### src/rtl/i2c_eeprom_sequencer.sv
// Two-requester sequencer in front of an I2C master: arbitrates 32-bit EEPROM
// reads/writes, drives the controller handshake and waits out the write cycle.
module i2c_eeprom_sequencer #(
  parameter logic [6:0]  DEV_ADDR     = 7'h50,
  parameter logic [2:0]  CLK_RATE     = 3'd7,
  parameter int unsigned WR_CYCLE_CNT = 500000,
  parameter int unsigned TIMEOUT_CNT  = 1000000
) (
  input  logic        i_clk,
  input  logic        i_rst,
  input  logic        i_req_0,
  input  logic        i_wr_0,
  input  logic [15:0] i_addr_0,
  input  logic [31:0] i_wdata_0,
  output logic        o_done_0,
  output logic        o_err_0,
  input  logic        i_req_1,
  input  logic        i_wr_1,
  input  logic [15:0] i_addr_1,
  input  logic [31:0] i_wdata_1,
  output logic        o_done_1,
  output logic        o_err_1,
  output logic [31:0] o_rdata,
  output logic        o_busy,
  output logic [31:0] o_ctrl,
  output logic [6:0]  o_dev_addr,
  output logic [15:0] o_reg_addr,
  output logic [31:0] o_w_data,
  input  logic [31:0] i_status,
  input  logic [7:0]  i_rd_data,
  input  logic [7:0]  i_rd_data_2,
  input  logic [7:0]  i_rd_data_3,
  input  logic [7:0]  i_rd_data_4,
  output logic [2:0]  o_state
);

  localparam int WR_W = $clog2(WR_CYCLE_CNT + 1);
  localparam int TO_W = $clog2(TIMEOUT_CNT + 1);
  localparam logic [WR_W-1:0] WR_LAST = WR_W'(WR_CYCLE_CNT - 1);
  localparam logic [TO_W-1:0] TO_LAST = TO_W'(TIMEOUT_CNT - 1);

  typedef enum logic [2:0] {
    S_IDLE      = 3'd0,
    S_ISSUE     = 3'd1,
    S_WAIT_DONE = 3'd2,
    S_RELEASE   = 3'd3,
    S_WR_WAIT   = 3'd4,
    S_RESP      = 3'd5
  } state_t;

  state_t          state_q, state_d;
  logic            gnt_q, gnt_d;
  logic            last_q, last_d;
  logic            rd_q, rd_d;
  logic [15:0]     reg_addr_q, reg_addr_d;
  logic [31:0]     w_data_q, w_data_d;
  logic [31:0]     rdata_q, rdata_d;
  logic            err_q, err_d;
  logic            fin_prev_q, fin_prev_d;
  logic [TO_W-1:0] tmo_cnt_q, tmo_cnt_d;
  logic [WR_W-1:0] wr_cnt_q, wr_cnt_d;

  logic fin_rise;
  logic ctl_active;
  logic ctl_idle;
  logic pick;
  logic status_unused;

  assign fin_rise      = i_status[1] & ~fin_prev_q;
  assign ctl_active    = i_status[10] | (|i_status[9:2]);
  assign ctl_idle      = (i_status[9:2] == 8'd0) & ~i_status[1];
  assign status_unused = ^{i_status[31:11], i_status[0]};

  // On a tie the requester that was not served last wins.
  assign pick = (i_req_0 & i_req_1) ? ~last_q : i_req_1;

  always_comb begin
    state_d    = state_q;
    gnt_d      = gnt_q;
    last_d     = last_q;
    rd_d       = rd_q;
    reg_addr_d = reg_addr_q;
    w_data_d   = w_data_q;
    rdata_d    = rdata_q;
    err_d      = err_q;
    fin_prev_d = i_status[1];
    tmo_cnt_d  = tmo_cnt_q;
    wr_cnt_d   = wr_cnt_q;
    case (state_q)
      S_IDLE: begin
        if (i_req_0 | i_req_1) begin
          gnt_d      = pick;
          rd_d       = pick ? ~i_wr_1 : ~i_wr_0;
          reg_addr_d = pick ? i_addr_1 : i_addr_0;
          w_data_d   = pick ? i_wdata_1 : i_wdata_0;
          err_d      = 1'b0;
          tmo_cnt_d  = '0;
          state_d    = S_ISSUE;
        end
      end
      S_ISSUE: begin
        if (tmo_cnt_q == TO_LAST) begin
          err_d   = 1'b1;
          state_d = S_RELEASE;
        end else begin
          tmo_cnt_d = tmo_cnt_q + 1'b1;
          if (ctl_active) state_d = S_WAIT_DONE;
        end
      end
      S_WAIT_DONE: begin
        // A finish that stays high is only honoured on its rising edge.
        if (fin_rise) begin
          if (rd_q) rdata_d = {i_rd_data, i_rd_data_2, i_rd_data_3, i_rd_data_4};
          state_d = S_RELEASE;
        end else if (tmo_cnt_q == TO_LAST) begin
          err_d   = 1'b1;
          state_d = S_RELEASE;
        end else begin
          tmo_cnt_d = tmo_cnt_q + 1'b1;
        end
      end
      S_RELEASE: begin
        if (ctl_idle) begin
          wr_cnt_d = '0;
          state_d  = (!rd_q && !err_q) ? S_WR_WAIT : S_RESP;
        end
      end
      S_WR_WAIT: begin
        if (wr_cnt_q == WR_LAST) state_d = S_RESP;
        else wr_cnt_d = wr_cnt_q + 1'b1;
      end
      S_RESP: begin
        last_d  = gnt_q;
        state_d = S_IDLE;
      end
      default: state_d = S_IDLE;
    endcase
  end

  always_ff @(posedge i_clk) begin
    if (i_rst) begin
      state_q    <= S_IDLE;
      gnt_q      <= 1'b0;
      last_q     <= 1'b1;
      rd_q       <= 1'b0;
      reg_addr_q <= '0;
      w_data_q   <= '0;
      rdata_q    <= '0;
      err_q      <= 1'b0;
      fin_prev_q <= 1'b0;
      tmo_cnt_q  <= '0;
      wr_cnt_q   <= '0;
    end else begin
      state_q    <= state_d;
      gnt_q      <= gnt_d;
      last_q     <= last_d;
      rd_q       <= rd_d;
      reg_addr_q <= reg_addr_d;
      w_data_q   <= w_data_d;
      rdata_q    <= rdata_d;
      err_q      <= err_d;
      fin_prev_q <= fin_prev_d;
      tmo_cnt_q  <= tmo_cnt_d;
      wr_cnt_q   <= wr_cnt_d;
    end
  end

  logic ctl_en;
  assign ctl_en     = (state_q == S_ISSUE) | (state_q == S_WAIT_DONE);
  assign o_ctrl     = {25'd0, CLK_RATE, 2'b00, rd_q, ctl_en};
  assign o_busy     = (state_q != S_IDLE);
  assign o_done_0   = (state_q == S_RESP) & ~gnt_q;
  assign o_done_1   = (state_q == S_RESP) & gnt_q;
  assign o_err_0    = o_done_0 & err_q;
  assign o_err_1    = o_done_1 & err_q;
  assign o_rdata    = rdata_q;
  assign o_dev_addr = DEV_ADDR;
  assign o_reg_addr = reg_addr_q;
  assign o_w_data   = w_data_q;
  assign o_state    = state_q;

endmodule

### config.mk
export PLATFORM = sky130hd
export DESIGN_NAME = i2c_eeprom_sequencer
export DESIGN_NICKNAME = d
export VERILOG_FILES = /design/src/rtl/i2c_eeprom_sequencer.sv
export SDC_FILE = /design/constraint.sdc
export NUM_CORES = 1
export LEC_CHECK = 0
export CORE_UTILIZATION = 37
export DETAILED_ROUTE_END_ITERATION = 10
export GPL_ROUTABILITY_DRIVEN = 0
export PLACE_DENSITY = 0.85
export RECOVER_POWER = 50
export SLEW_MARGIN = 20
export SYNTH_ARGS = -nofsm -noshare
export SYNTH_HDL_FRONTEND = slang
export SYNTH_SLANG_ARGS = --single-unit
export TNS_END_PERCENT = 30
### constraint.sdc
create_clock -name i_clk -period 1.75 [get_ports i_clk]
set_input_delay 0.4375 -clock i_clk [delete_from_list [all_inputs] [get_ports i_clk]]
set_output_delay 0.4375 -clock i_clk [all_outputs]
set_load 0.02 [all_outputs]
After elaboration in Yosys (flattened, before gate mapping)
Cells that the tools add are included.
{ "op_classes": {"add_sub_neg": 2, "multipliers": 0, "div_mod_pow": 0, "order_cmp": 0, "eq_ne": 14, "shifts": 0, "n_mux": 24, "bitwise": 16, "reduce_logical": 14} }
{ "op_table": {"columns": ["cell", "n"], "rows": [
  ["2-to-1 mux 20 bit", 3],
  ["case mux 20 bit (3 select lines)", 1],
  ["2-to-1 mux 19 bit", 2],
  ["case mux 19 bit (2 select lines)", 1],
  ["2-to-1 mux 32 bit", 1],
  ["2-to-1 mux 3 bit", 7],
  ["adder 20 x 1 -> 20 bit, second input constant", 1],
  ["equality test 20 bit, second input constant", 1],
  ["adder 19 x 1 -> 19 bit, second input constant", 1],
  ["equality test 19 bit, second input constant", 1],
  ["2-to-1 mux 16 bit", 1],
  ["case mux 3 bit (5 select lines)", 1],
  ["!= test 2 bit, second input constant", 5],
  ["AND reduction 3 bit", 3],
  ["zero test 8 bit", 1],
  ["OR reduction 8 bit", 1],
  ["AND 1 bit", 7],
  ["equality test 3 x 2 -> 1 bit, second input constant", 2],
  ["equality test 3 bit, second input constant", 2],
  ["2-to-1 mux 1 bit", 6],
  ["!= test 3 bit, second input constant", 2],
  ["NOT 1 bit", 6],
  ["nonzero test 3 bit", 2],
  ["AND reduction 5 bit", 1],
  ["other kinds (8)", 11]
]} }
{ "totals": {"regBits": 127, "latch_bits": 0, "ramBits": 0, "mem_bits_ro": 0, "inputBits": 166, "out_inout_bits": 127, "word_cells": 81, "memories": 0} }

Longest topological paths before layout
Gate-level depths: netlist of the first run.
{ "logic_depth": {"ltp_word": 5, "mapped_depth": 7, "ltp_nobuf": 6} }

Worst setup path before layout of the first run
Ideal clock, no wire load.
{ "synth_path": {"kind": "register to output", "start": "register state_q[0] (netlist: o_state[0])", "end": "output o_err_0", "t_arrival_ns": 1.550, "t_required_ns": 1.312, "slack_ns": -0.238, "path_stages_with_launch": 6, "path_buffers": 1, "cell_sequence": "dfxtp_1 -> buf_6 -> nor2b_1 -> nand2_1 -> nor2_1 -> and2_1"} }
{ "synth_between": {"elab_chain_len": 3} }
{ "synth_rtl": {"columns": ["element", "line", "rtl"], "rows": [
  ["from (decl)", "51", "state_t state_q, state_d;"],
  ["from (signal assigned)", "154", "state_q <= state_d;"],
  ["equality test 3 bit", "172", "assign o_done_0 = (state_q == S_RESP) & ~gnt_q;"],
  ["AND 1 bit", "172", null],
  ["net o_done_0", "15", "output logic o_done_0,"],
  ["AND 1 bit", "174", "assign o_err_0 = o_done_0 & err_q;"],
  ["to (decl)", "16", "output logic o_err_0,"]
]} }
The timed path passes the listed nets, and every way through them passes these cells.

Worst setup path after layout of the first run
{ "layout_path": {"start": "register tmo_cnt_q[11]", "end": "register tmo_cnt_q[14]"} }
{ "layout_between": {"elab_chain_len": 4, "word_cells_on_any_way": 5} }
{ "layout_rtl": {"columns": ["element", "line", "rtl"], "rows": [
  ["from (decl)", "60", "logic [TO_W-1:0] tmo_cnt_q, tmo_cnt_d;"],
  ["from (signal assigned)", "163", "tmo_cnt_q <= tmo_cnt_d;"],
  ["adder 20 x 1 -> 20 bit / equality test 20 bit (equally long branches)", null, null],
  ["2-to-1 mux 20 bit *", "102, 115", null],
  ["2-to-1 mux 20 bit", "112", "if (fin_rise) begin"],
  ["case mux 20 bit (3 select lines) *", "89", "case (state_q)"]
]} }
Mark *: on every way between the ends. The rest lies on a longest branch, timed or not. The select of a mux whose other input is x is not followed.
A chain may end at the register's enable or synchronous reset.

==> impl_metrics.yaml, run 1 <==
drt:
  dr_wl_met2_mm: 12.5
  via_count: 6941
  wl_met1_mm: 8.53
  top_layer_used: "met4"
  drc_errors: 0
  wirelength_mm: 23.4
  drt-initial-drc-count: 421
  dr.pass1.iters: 4
  wire_per_inst_um: 18.1
  wl_met3_mm: 1.40
  drt.antenna.violating_nets: 0
  avgViaCountPerCell: 5.36
job:
  maxCapViolCount: 0
floorplanning:
  fp.coreArea_mm2: 0.0161
  die_y_um: 131
  initial_core_util_pct: 38.4
  die_w_um: 131
  rows: 46
  io_pins: 293
  dieArea_mm2: 0.0172
synthesis:
  synth_top_area_cell: "dfxtp_1"
  synthCells: 719
  synthTopCellsByCount: "dfxtp_1 (127), nand2_1 (99), nor2_1 (66)"
  synth_cell_types: 67
  synthFlopType: "dfxtp_1"
  avgSynthCellArea_um2: 8.60
  yosysMostFrequentCell: "dfxtp_1"
  synth-seq-cells: 127
  synth_edf_count: 0
  synth.top_cell.area_share_pct: 41.1
  async_flop_share_pct: 0
  ys_seq_area_share_pct: 41.1
  synth_area_leaders: "dfxtp_1 (41%), mux2i_1 (8.3%), a211oi_1 (6.1%)"
  synth.cell_area_mm2: 0.00619
  ys.warnings.count: 0
setup_path:
  crit_required_ns: 2.10
  crit_type: "reg -> reg"
  startpoint_type: "register"
  cp.arrival_ns: 2.32
  worstPathMaxFanout: 5
  r2r_slack_ns: -0.22
  end_kind: "register"
clocking:
  cts.path.max_buffers: 2
  cts.sink_count: 127
  cts_tree: "yes"
  cts_hold_repair.buffers: 0
  clkLatencyLatePin_ns: 0.42
  numCtsBuffers: 17
  root_buffer: "clkbuf_16"
  htree_levels: 4
  path_clk_slew_ns: 0.06
timing:
  hold_viol: 0
  maxSlewViolCount: 0
  rsz0062_at_grt: "yes"
  slew_headroom_pct: 45.4
  fmax_ghz: 0.509
  setup_viol: 60
  fin_ws_ns: -0.215
  min_period_over_period_pct: 112
  fin_worst_skew_ns: 0.0100
  fin_crit_ns: 1.97
  worst_slew_pin_slew_ns: 0.819
  finalSetupTns_ns: -5.18
placed_design:
  dpl.cell_count: 1229
  place.detailed.hpwl_mm: 14.7
  portBuffers: 233
cells_and_area:
  instances_no_fill: 1294
  area_growth_pct: 75.4
  num_antenna_cells: 0
  layout-drive-gt1-share_pct: 27.9
  nNetsFinal: 1234
min_path:
  hold_class: "in -> reg"
power:
  p_seq_share_pct: 30.7
  ir_drop_mv: 0.709
  p_sw_share_pct: 35.7
  finalPower_mw: 11.9
  p_leak_nw: 4.36
  internal-power_mw: 7.63
  p_per_area_mw_per_mm2: 1090
  p_sw_mw: 4.23
  p_clk_share_pct: 29.6
  combPwrFrac_pct: 39.7
global_routing:
  antenna_found_initial: 0
  grt_pass1_wl_mm: 32.5
  track_usage_pct: 23.8
  gr-total-overflow: 0
  grt_max_degree: 71
  grt_pass1_vias: 6398
outcome:
  status: "complete, but fails checks"
  violations: "setup timing"
[worst max-delay path, cell delays in order, from the launching register on]
cell and delay (ns):
dfxtp_2 0.35, nor4b_4 0.34, nand4_1 0.30, buf_4 0.25, o21ai_4 0.27, buf_6 0.16, o31ai_2 0.07, a21oi_1 0.15
[kinds of logic (layout without fill, tap and decap cells)]
family / after synthesis / after routing / synth area share, %
XOR/XNOR: 2 / 2 / 0.283
adder cells (fa/ha/maj): 2 / 2 / 0.404
multiplexers: 52 / 52 / 8.43
buffers and inverters: 96 / 417 / 8.80
AO/OA/AOI/OAI: 177 / 179 / 19.8
AND/OR/NAND/NOR: 261 / 262 / 21.1
flip-flops: 127 / 127 / 41.1
other: 2 / 37 / 0.121
[flip-flops by register name, summed over array words and instances (netlist names)]
| name | flops |
|---|---|
| o_rdata | 32 |
| o_w_data | 32 |
| tmo_cnt_q | 20 |
| wr_cnt_q | 19 |
| o_reg_addr | 16 |
| o_state | 3 |
| err_q | 1 |
| fin_prev_q | 1 |
| gnt_q | 1 |
| last_q | 1 |
| rd_q | 1 |
[placed cells by master, fill, tap and decap left out, types with 9 or more instances in the layout]
cell type	Yosys	final
clkdlybuf4s50_1	0	142
dfxtp_1	127	117
buf_4	39	112
nand2_1	99	96
dlygate4sd2_1	0	81
nor2_1	66	57
a21oi_1	59	51
mux2i_1	51	48
a211oi_1	50	38
conb_1	2	37
buf_6	3	24
clkbuf_16	0	20
nand3_1	21	18
a211oi_2	0	12
a21oi_2	0	9
[metal layers]
layer / vias to the layer above / global-route usage [%]
met5: - / 0
met4: 0 / 10.3
met3: 73 / 4.17
met2: 336 / 44.7
met1: 3299 / 26.1
li1: 3233 / -
[power groups by stage]
stage,Clock (mW),Combinational [mW],Sequential (mW)
floorplan,0,1.54,4.19
global placement,0,3.81,3.65
detailed placement,0,3.89,3.67
CTS,3.52,3.91,3.62
global route,3.68,4.94,3.69
finish,3.51,4.71,3.64
[final timing paths]
| path | from | endpoint | depth (start not counted) |
|---|---|---|---|
| setup / recovery | tmo_cnt_q[11] | tmo_cnt_q[14] | 7 |
| setup reg to reg | tmo_cnt_q[11] | tmo_cnt_q[14] | 7 |
| hold / removal | i_rst | wr_cnt_q[7] | 3 |
| hold reg to reg | o_rdata[4] | o_rdata[4] | 2 |
[area by class of cell]
| type | count | area [um2] |
|---|---|---|
| Inverter | 9 | 33.8 |
| Tap cell | 216 | 270 |
| Timing Repair Buffer | 377 | 3590 |
| Sequential cell | 127 | 2560 |
| Clock inverter | 13 | 140 |
| Clock buffer | 18 | 439 |
| Fill cell | 1194 | 5260 |
| Multi-Input combinational cell | 534 | 3820 |
[through the flow]
stage | hold slack, ns | util (%) | setup WS [ns] | area [um2]
3_3_place_gp | 0.441 | 58.1 | -0.524 | 9360
2_1_floorplan | 0.433 | - | -0.0357 | 6340
3_5_place_dp | 0.447 | 58.1 | -0.592 | 9360
5_1_grt | 0.382 | 67.3 | -0.267 | 10900
6_report | 0.376 | 67.3 | -0.215 | 10900
4_1_cts | 0.363 | 63.2 | -0.124 | 10200
[timing repair]
item                                    4_1_cts  5_1_grt
buffers inserted                              9       17
endpoints found under the setup margin      163       95
resized for setup                           167      106
cloned                                        4        6
pin swaps                                    25       63
Note: power is estimated with default switching activity, not from simulation.
==> inputs of run 2 (changes only) <==
CAP_MARGIN = 10   (was default)
==> results of run 2 <==
No change in the layout: final DEF, timing and power equal those of run 1.
